## config.mk

```make
export PLATFORM = sky130hd
export DESIGN_NAME = pipeline_credit_drain
export DESIGN_NICKNAME = d
export VERILOG_FILES = /design/src/rtl/pipeline_credit_drain.sv
export SDC_FILE = /design/constraint.sdc
export NUM_CORES = 1
export LEC_CHECK = 0
export BUFFER_PORTS_ARGS = -buffer_cell sky130_fd_sc_hd__buf_4
export CAP_MARGIN = 20
export CELL_PAD_IN_SITES_DETAIL_PLACEMENT = 1
export CELL_PAD_IN_SITES_GLOBAL_PLACEMENT = 1
export CORE_MARGIN = 2
export CORE_UTILIZATION = 45
export CTS_CLUSTER_DIAMETER = 80
export DETAILED_ROUTE_END_ITERATION = 7
export GPL_TIMING_DRIVEN = 0
export HOLD_SLACK_MARGIN = 0.03
export PLACE_DENSITY_LB_ADDON = 0.1
export SYNTH_ARGS = -nofsm -noshare
export SYNTH_HDL_FRONTEND = slang
export SYNTH_SLANG_ARGS = --single-unit
```

## constraint.sdc

```tcl
create_clock -name clk -period 2.6 [get_ports clk]
set_clock_uncertainty 0.05 [all_clocks]
set_input_delay 0.13 -clock clk [delete_from_list [all_inputs] [get_ports clk]]
set_output_delay 0.13 -clock clk [all_outputs]
set_load 0.01 [all_outputs]
```

## src/rtl/pipeline_credit_drain.sv

```systemverilog
// rtl/pipeline_credit_drain.sv - credit-throttled issue into a valid-only pipeline with a result FIFO
// Optional latency checker: PIPE_DRAIN_LATENCY_CHECK_EN
module pipeline_credit_drain #(
    parameter int WIDTH   = 32,
    parameter int LATENCY = 2,
    parameter int DEPTH   = 4
) (
    input  logic                       clk,
    input  logic                       rst_n,
    input  logic                       in_valid,
    output logic                       in_ready,
    input  logic [WIDTH-1:0]           in_data,
    output logic                       pipe_valid,
    output logic [WIDTH-1:0]           pipe_data,
    input  logic                       pipe_res_valid,
    input  logic [WIDTH-1:0]           pipe_res_data,
    output logic                       out_valid,
    input  logic                       out_ready,
    output logic [WIDTH-1:0]           out_data,
    output logic [$clog2(DEPTH+1)-1:0] credits,
    output logic                       err_overflow,
    output logic                       err_latency
);

    localparam int CW = $clog2(DEPTH + 1);
    localparam int PW = (DEPTH > 1) ? $clog2(DEPTH) : 1;
    localparam logic [CW-1:0] FULL     = CW'(DEPTH);
    localparam logic [PW-1:0] LAST_PTR = PW'(DEPTH - 1);

    if (LATENCY < 1 || DEPTH < 1) begin : g_param_check
        $error("pipeline_credit_drain: LATENCY and DEPTH must be >= 1");
    end

    logic [WIDTH-1:0] mem [DEPTH];
    logic [PW-1:0]    wr_ptr;
    logic [PW-1:0]    rd_ptr;
    logic [CW-1:0]    count;
    logic [CW-1:0]    credit_q;
    logic             pop;
    logic             wr_en;
    logic             drop;

    function automatic logic [PW-1:0] ptr_inc(input logic [PW-1:0] p);
        return (p == LAST_PTR) ? '0 : p + PW'(1);
    endfunction

    assign in_ready   = (credit_q != '0);
    assign pipe_valid = in_valid & in_ready;
    assign pipe_data  = in_data;
    assign credits    = credit_q;

    assign out_valid = (count != '0);
    assign out_data  = out_valid ? mem[rd_ptr] : '0;

    // A full FIFO still accepts a write when the head leaves in the same cycle.
    assign pop   = out_valid & out_ready;
    assign wr_en = pipe_res_valid & ((count != FULL) | pop);
    assign drop  = pipe_res_valid & (count == FULL) & ~pop;

    always_ff @(posedge clk) begin
        if (wr_en) begin
            mem[wr_ptr] <= pipe_res_data;
        end
    end

    always_ff @(posedge clk or negedge rst_n) begin
        if (!rst_n) begin
            wr_ptr       <= '0;
            rd_ptr       <= '0;
            count        <= '0;
            credit_q     <= FULL;
            err_overflow <= 1'b0;
        end else begin
            if (wr_en) begin
                wr_ptr <= ptr_inc(wr_ptr);
            end
            if (pop) begin
                rd_ptr <= ptr_inc(rd_ptr);
            end
            case ({wr_en, pop})
                2'b10:   count <= count + CW'(1);
                2'b01:   count <= count - CW'(1);
                default: count <= count;
            endcase
            // Saturate so a spurious result cannot push credits above DEPTH.
            case ({pipe_valid, pop})
                2'b10:   credit_q <= credit_q - CW'(1);
                2'b01:   credit_q <= (credit_q == FULL) ? credit_q : credit_q + CW'(1);
                default: credit_q <= credit_q;
            endcase
            if (drop) begin
                err_overflow <= 1'b1;
            end
        end
    end

`ifdef PIPE_DRAIN_LATENCY_CHECK_EN
    logic [LATENCY-1:0] shadow;
    logic [LATENCY-1:0] shadow_nxt;
    logic               lat_err_q;

    always_comb begin
        shadow_nxt    = shadow << 1;
        shadow_nxt[0] = pipe_valid;
    end

    always_ff @(posedge clk or negedge rst_n) begin
        if (!rst_n) begin
            shadow    <= '0;
            lat_err_q <= 1'b0;
        end else begin
            shadow <= shadow_nxt;
            if (shadow[LATENCY-1] != pipe_res_valid) begin
                lat_err_q <= 1'b1;
            end
        end
    end

    assign err_latency = lat_err_q;
`else
    assign err_latency = 1'b0;
`endif

endmodule

```

==> impl_results.md, run 1 <==
- Worst setup SP type: flip-flop
- FF-to-FF Start: credits[0]$_DFFE_PN0P_
- Die H: 119 um
- Power per cell area: 1080 nW/um^2
- Fin Setup TNS: 0 ns
- Post-DRT Antenna Nets: 0
- IR drop worst, VDD: 0.549 mV
- Wirelength per Cell: 18.9 um
- Reg2Reg Setup Slack: 0.28 ns
- Area delta synth->final: 33.0%
- Vias per cell: 5.12
- CTS Buf Count: 17
- Final setup fails: 0
- Clk buf depth: 2
- Post-Syn Area: 6000 um^2
- Distinct cells, synth: 47
- IO Port Bufs: 107
- CTS Sinks: 139
- Final Cycle Share: 0.892
- Ys flop type: edfxtp_1
- CP Data Required Time: 2.88 ns
- Peak Freq: 431 MHz
- R2r endpoint: credits[2]$_DFFE_PN1P_
- Run status: finished, final reports clean
- Global-route wire length before repair: 20500 um
- Register area share after synthesis: 0.687
- Top post-synthesis cells by area: edfxtp_1 64%, mux4_2 12%, dfrtp_1 4.2%
- Clk pwr share: 0.252
- RSZ-0062 raised after global routing: no
- DRC viols: 0
- Logic pwr share: 0.380
- Maxcap violations: 0
- Routed vias: 3494
- CP Data Arrival Time: 2.60 ns
- Number of fill cells: 1198
- Root Buffer: clkbuf_16
- TritonCTS clock tree: built
- Final Non-Filler Cells: 682
- Worst Tran Pin Value: 0.600 ns
- N_diodes: 0
- Largest area contributor in the netlist: edfxtp_1
- Die area: 14300 um^2
- GPL Wtd Cong: 0.737
- Asr flop ratio synth: 0.0791
- Util after Layout: 0.607
- Final hold vios: 0
- Setup Crit Path Kind: reg -> reg
- Slew Viols, Final: 0
- Sequential power share: 0.368
- Starting Density: 0.456
- DRT Wirelength: 12900 um
- Pint: 5980 uW
- Htree depth: 4
- Post-placement cell count: 619
- Switch share: 0.304
- Hpwl dp: 8410 um
- Antenna violations before repair: 0
- Final nets: 570
- Psw: 2610 uW
- Commonest non-fill, non-tap cell in the layout: buf_4
- Clk Latency, worst-skew pair: 0.41 ns
- FP Rows: 42
- Drt initial violations: 236
- Power Total: 8590 uW
- Syn Nets: 408
- Syn Inst Count: 332
- Clock-pin slew on the worst setup and hold paths: 0.05 ns
- Placeable Area: 13100 um^2
- Slew HR: 0.590
- Chip width: 119 um
- Drt pass-1 iters: 4
- CP max FO: 9
- #FFs+latches synth: 139
- Share of cells above drive strength 1: 0.449
- Fin crit period: 2.32 ns
- Largest net degree at the start of global routing: 33
- Top cell type's share of synthesized area: 0.641
- Critical Path Sink Type: flip-flop
- Pleak: 0.00297 uW
- Worst R2R Path Depth: 7
- Vias in the first global route: 3775
- EDFF count, synth: 128
- IO Count: 141
- Worst hold path type: in -> async
- Highest-count cells in the layout ignoring fill and taps: 140 x buf_4, 128 x edfxtp_1, 33 x and2_1, 33 x dlygate4sd3_1, 32 x mux4_2
- Gr ovfl total: 0
- Warnings from Yosys: 0
- Syn Area/Cell: 18.1 um^2
- Tot GR Track Use: 0.196
==> metrics by stage <==
stage	setup WS [ns]	hold WS, ns	instance area [um^2]
after floorplan	0.319	-0.216	6000
after global placement	-0.439	-0.0689	7020
after global routing	0.0989	0.0722	7980
final	0.281	0.0531	7980
after CTS	0.123	0.0437	7970
after detailed placement	0.136	-0.0672	7110
==> logic make-up (layout without fill, tap and decap cells) <==
| kind of cell | count (synthesis) | count (layout) | synth area share |
|---|---|---|---|
| buffers and inverters | 55 | 229 | 0.0616 |
| other | 1 | 1 | 0.000625 |
| and+or+nand+nor | 69 | 69 | 0.0710 |
| muxes | 37 | 37 | 0.129 |
| adders and majority gates | 7 | 7 | 0.0171 |
| DFF | 139 | 139 | 0.687 |
| AOI/OAI and AO/OA | 24 | 24 | 0.0332 |
==> registers in the layout, summed over array words and instances (netlist names) <==
| signal | flops |
|---|---|
| rd_ptr | 2 |
| count | 3 |
| wr_ptr | 2 |
| credits | 3 |
| mem | 128 |
| err_overflow | 1 |
==> how the worst max path moves through the flow <==
stage                      startpoint                endpoint  cells past startpoint
6_report       credits[0]$_DFFE_PN0P_  credits[2]$_DFFE_PN1P_                      7
2_1_floorplan  credits[0]$_DFFE_PN0P_  credits[2]$_DFFE_PN1P_                      7
3_3_place_gp     count[2]$_DFFE_PN0P_    mem[2][13]$_DFFE_PP_                      4
4_1_cts          count[1]$_DFFE_PN0P_    count[2]$_DFFE_PN0P_                      9
3_5_place_dp     count[1]$_DFFE_PN0P_    count[2]$_DFFE_PN0P_                      9
5_1_grt        credits[0]$_DFFE_PN0P_  credits[2]$_DFFE_PN1P_                      7
==> critical path, cell delays in order (launching register included) <==
cell,delay [ns]
dfrtp_1,0.48
or3_1,0.44
and2_1,0.18
nand2b_1,0.15
fa_1,0.42
nand2b_1,0.17
o221ai_1,0.22
o211ai_2,0.12
==> cells in the mapped netlist (2+ instances only) <==
library cell / n
nand2_1: 4
ha_1: 5
mux2_2: 2
nand2b_1: 6
buf_6: 4
nor2b_1: 4
fa_1: 2
buf_4: 33
a21o_1: 2
mux4_2: 32
nor2_1: 6
a2111oi_0: 2
o221ai_1: 3
clkbuf_1: 6
and2_1: 37
o31a_1: 2
mux2_1: 2
buf_2: 7
o2111ai_1: 2
edfxtp_1: 128
nand3_1: 3
inv_1: 4
dfrtp_1: 10
o21ai_0: 2
o22ai_1: 2
==> power by group through the flow <==
| stage | combinational (uW) | clock (uW) | sequential, uW |
|---|---|---|---|
| 2_1_floorplan | 1960 | 0 | 3160 |
| 3_3_place_gp | 3130 | 0 | 3180 |
| 3_5_place_dp | 3280 | 0 | 3210 |
| 4_1_cts | 3340 | 2200 | 3160 |
| 5_1_grt | 3580 | 2280 | 3200 |
| 6_report | 3260 | 2160 | 3160 |
==> timing repair <==
action / 4_1_cts / 5_1_grt
hold endpoints to repair: 139 / 0
endpoints found under the setup margin: 0 / 2
hold buffers: 33 / 0
gates resized for setup: 0 / 1
setup buffers: 0 / 0
==> area by class of cell <==
cell class | instances | area, um^2 | area share
timing repair buffer | 144 | 1220 | 0.153
sequential | 139 | 4120 | 0.517
clock inverter | 14 | 105 | 0.0132
buffer | 49 | 347 | 0.0435
multi-input combinational | 138 | 1520 | 0.190
inverter | 5 | 18.8 | 0.00235
tap | 176 | 220 | 0.0276
clock buffer | 17 | 425 | 0.0533
==> routing by layer <==
metal  track usage  vias up  wire [um]
met1         0.229     1791       5050
met2         0.346      104       6990
li1              -     1582          -
met4        0.0728        0        208
met5             0        -          0
met3        0.0532       17        675
Power figures use the tool's default switching activity.
==> inputs of run 2 (changes only) <==
Settings changed: GPL_TIMING_DRIVEN 0 to unset.
==> impl_results.md, run 2 (synthesized netlist as in run 1, its figures left out) <==
- Routed vias: 3258
- Clk buf depth: 2
- Largest net degree at the start of global routing: 36
- Global route hottest layer: met2
- Drt pass-1 iters: 4
- Peak Freq: 427 MHz
- Psw: 2570 uW
- Setup Crit Path Kind: reg -> out
- Power Total: 8830 uW
- IO Port Bufs: 75
- Slew HR: 0.672
- Global-route wire length before repair: 19600 um
- Max FFs per register: 128
- IR drop worst, VDD: 0.526 mV
- Final hold vios: 0
- Clk Latency, worst-skew pair: 0.42 ns
- Pint: 6260 uW
- Htree depth: 4
- Die H: 119 um
- Starting Density: 0.456
- Critical Path Sink Type: primary output
- Largest Register: mem
- Largest delay contributor family on the critical path: flip-flops
- DRC viols: 0
- Power per cell area: 1170 nW/um^2
- Hpwl dp: 7260 um
- Final Non-Filler Cells: 616
- Worst setup SP type: flip-flop
- Crit-path cells: buf_12 > mux4_2 > and2_1 > buf_4
- # Post-CTS Setup Buffers: 0
- Sequential power share: 0.374
- Met1 usage: 0.235
- CTS Buf Count: 17
- Area occupied by multi-input gates: 1510 um^2
- CP Data Arrival Time: 2.16 ns
- Root Buffer: clkbuf_16
- Worst path slowest cell: dfrtp_2
- Run status: finished, final reports clean
- Vias in the first global route: 3556
- Pleak: 0.00271 uW
- Highest-count cells in the layout ignoring fill and taps: 128 x edfxtp_1, 89 x buf_4, 36 x dlygate4sd3_1
- Tot GR Track Use: 0.188
- FP Rows: 42
- Wirelength per Cell: 19.7 um
- GPL Wtd Cong: 0.727
- CTS Sinks: 139
- Die area: 14300 um^2
- Post-placement cell count: 548
- CP peak stage delay: 0.62 ns
- Commonest non-fill, non-tap cell in the layout: edfxtp_1
- Final Cycle Share: 0.902
- Placeable Area: 13100 um^2
- Final setup fails: 0
- Fin Setup TNS: 0 ns
- Worst hold path type: in -> reg
- Chip width: 119 um
- CP max FO: 19
- RSZ-0062 raised after global routing: no
- Min Hold Slack: 0.0809 ns
- Met3 Use GR: 0.0517
- Slew Viols, Final: 0
- Fin crit period: 2.34 ns
- IO Count: 141
- Final nets: 503
- Storage cell area: 4120 um^2
- Post-DRT Antenna Nets: 0
- DRT Wirelength: 12100 um
- Gr ovfl total: 0
- Crit path buffers/inverters: 2
- TritonCTS clock tree: built
- Number of fill cells: 1220
- Clock-pin slew on the worst setup and hold paths: 0.06 ns
- Vias per cell: 5.29
- Maxcap violations: 0
- Area delta synth->final: 26.0%
- CP Data Required Time: 2.42 ns
- M2 GR Usage: 0.303
- Drt initial violations: 164
- Logic pwr share: 0.335
- Antenna violations before repair: 0
- Worst Tran Pin Value: 0.479 ns
- N_diodes: 0
- Clk pwr share: 0.291
- Share of cells above drive strength 1: 0.380
- Switch share: 0.291
-- run 2: changes by cell type in the layout (fill, tap and decap cells not counted), moves of 4 or more --
cell and delta:
buf_2 -7, buf_4 -51, clkbuf_1 -4, buf_6 -4
-- run 2: final timing paths --
kind                                     startpoint                  endpoint  slack, ns  cells after the start
max                           rd_ptr[0]$_DFFE_PN0N_              out_data[31]       0.26                      4
min                                       out_ready      count[1]$_DFFE_PN0P_       0.08                      2
max reg2reg                  credits[0]$_DFFE_PN0P_    credits[2]$_DFFE_PN1P_       0.37                      7
max in group asynchronous                     rst_n     rd_ptr[0]$_DFFE_PN0N_       1.10                      4
min in group asynchronous                     rst_n    credits[1]$_DFFE_PN0P_       0.58                      3
min reg2reg                err_overflow$_DFFE_PN0P_  err_overflow$_DFFE_PN0P_       0.42                      1
-- run 2: routing by layer --
layer,vias up,part of all wire
met5,-,0
met4,0,0.025
met3,37,0.048
met2,84,0.51
met1,1691,0.42
li1,1446,-
-- run 2: power groups by stage --
stage               logic, uW  registers, uW  clock network, uW
CTS                      3020           3320               2630
global route             3240           3370               2700
finish                   2960           3300               2570
global placement         2910           3320                  0
floorplan                1960           3160                  0
detailed placement       2950           3360                  0
-- run 2: cell type report --
type / count / area share
multi-input combinational: 138 / 0.200
sequential: 139 / 0.546
tap: 176 / 0.0291
clock buffer: 21 / 0.0623
timing repair buffer: 126 / 0.139
clock inverter: 11 / 0.0219
inverter: 5 / 0.00248
-- run 2: timing repair --
item / in CTS / in global routing
hold buffers: 36 / 0
gates resized for setup: 0 / 0
endpoints found under the hold margin: 141 / 0
-- run 2: per-stage QoR --
stage          cell area (um^2)  utilization  setup WS, ns
5_1_grt                    7560        0.575         0.121
3_3_place_gp               6560        0.499         0.423
2_1_floorplan              6000            -         0.319
4_1_cts                    7560        0.575         0.193
6_report                   7560        0.575         0.255
3_5_place_dp               6560        0.499         0.365
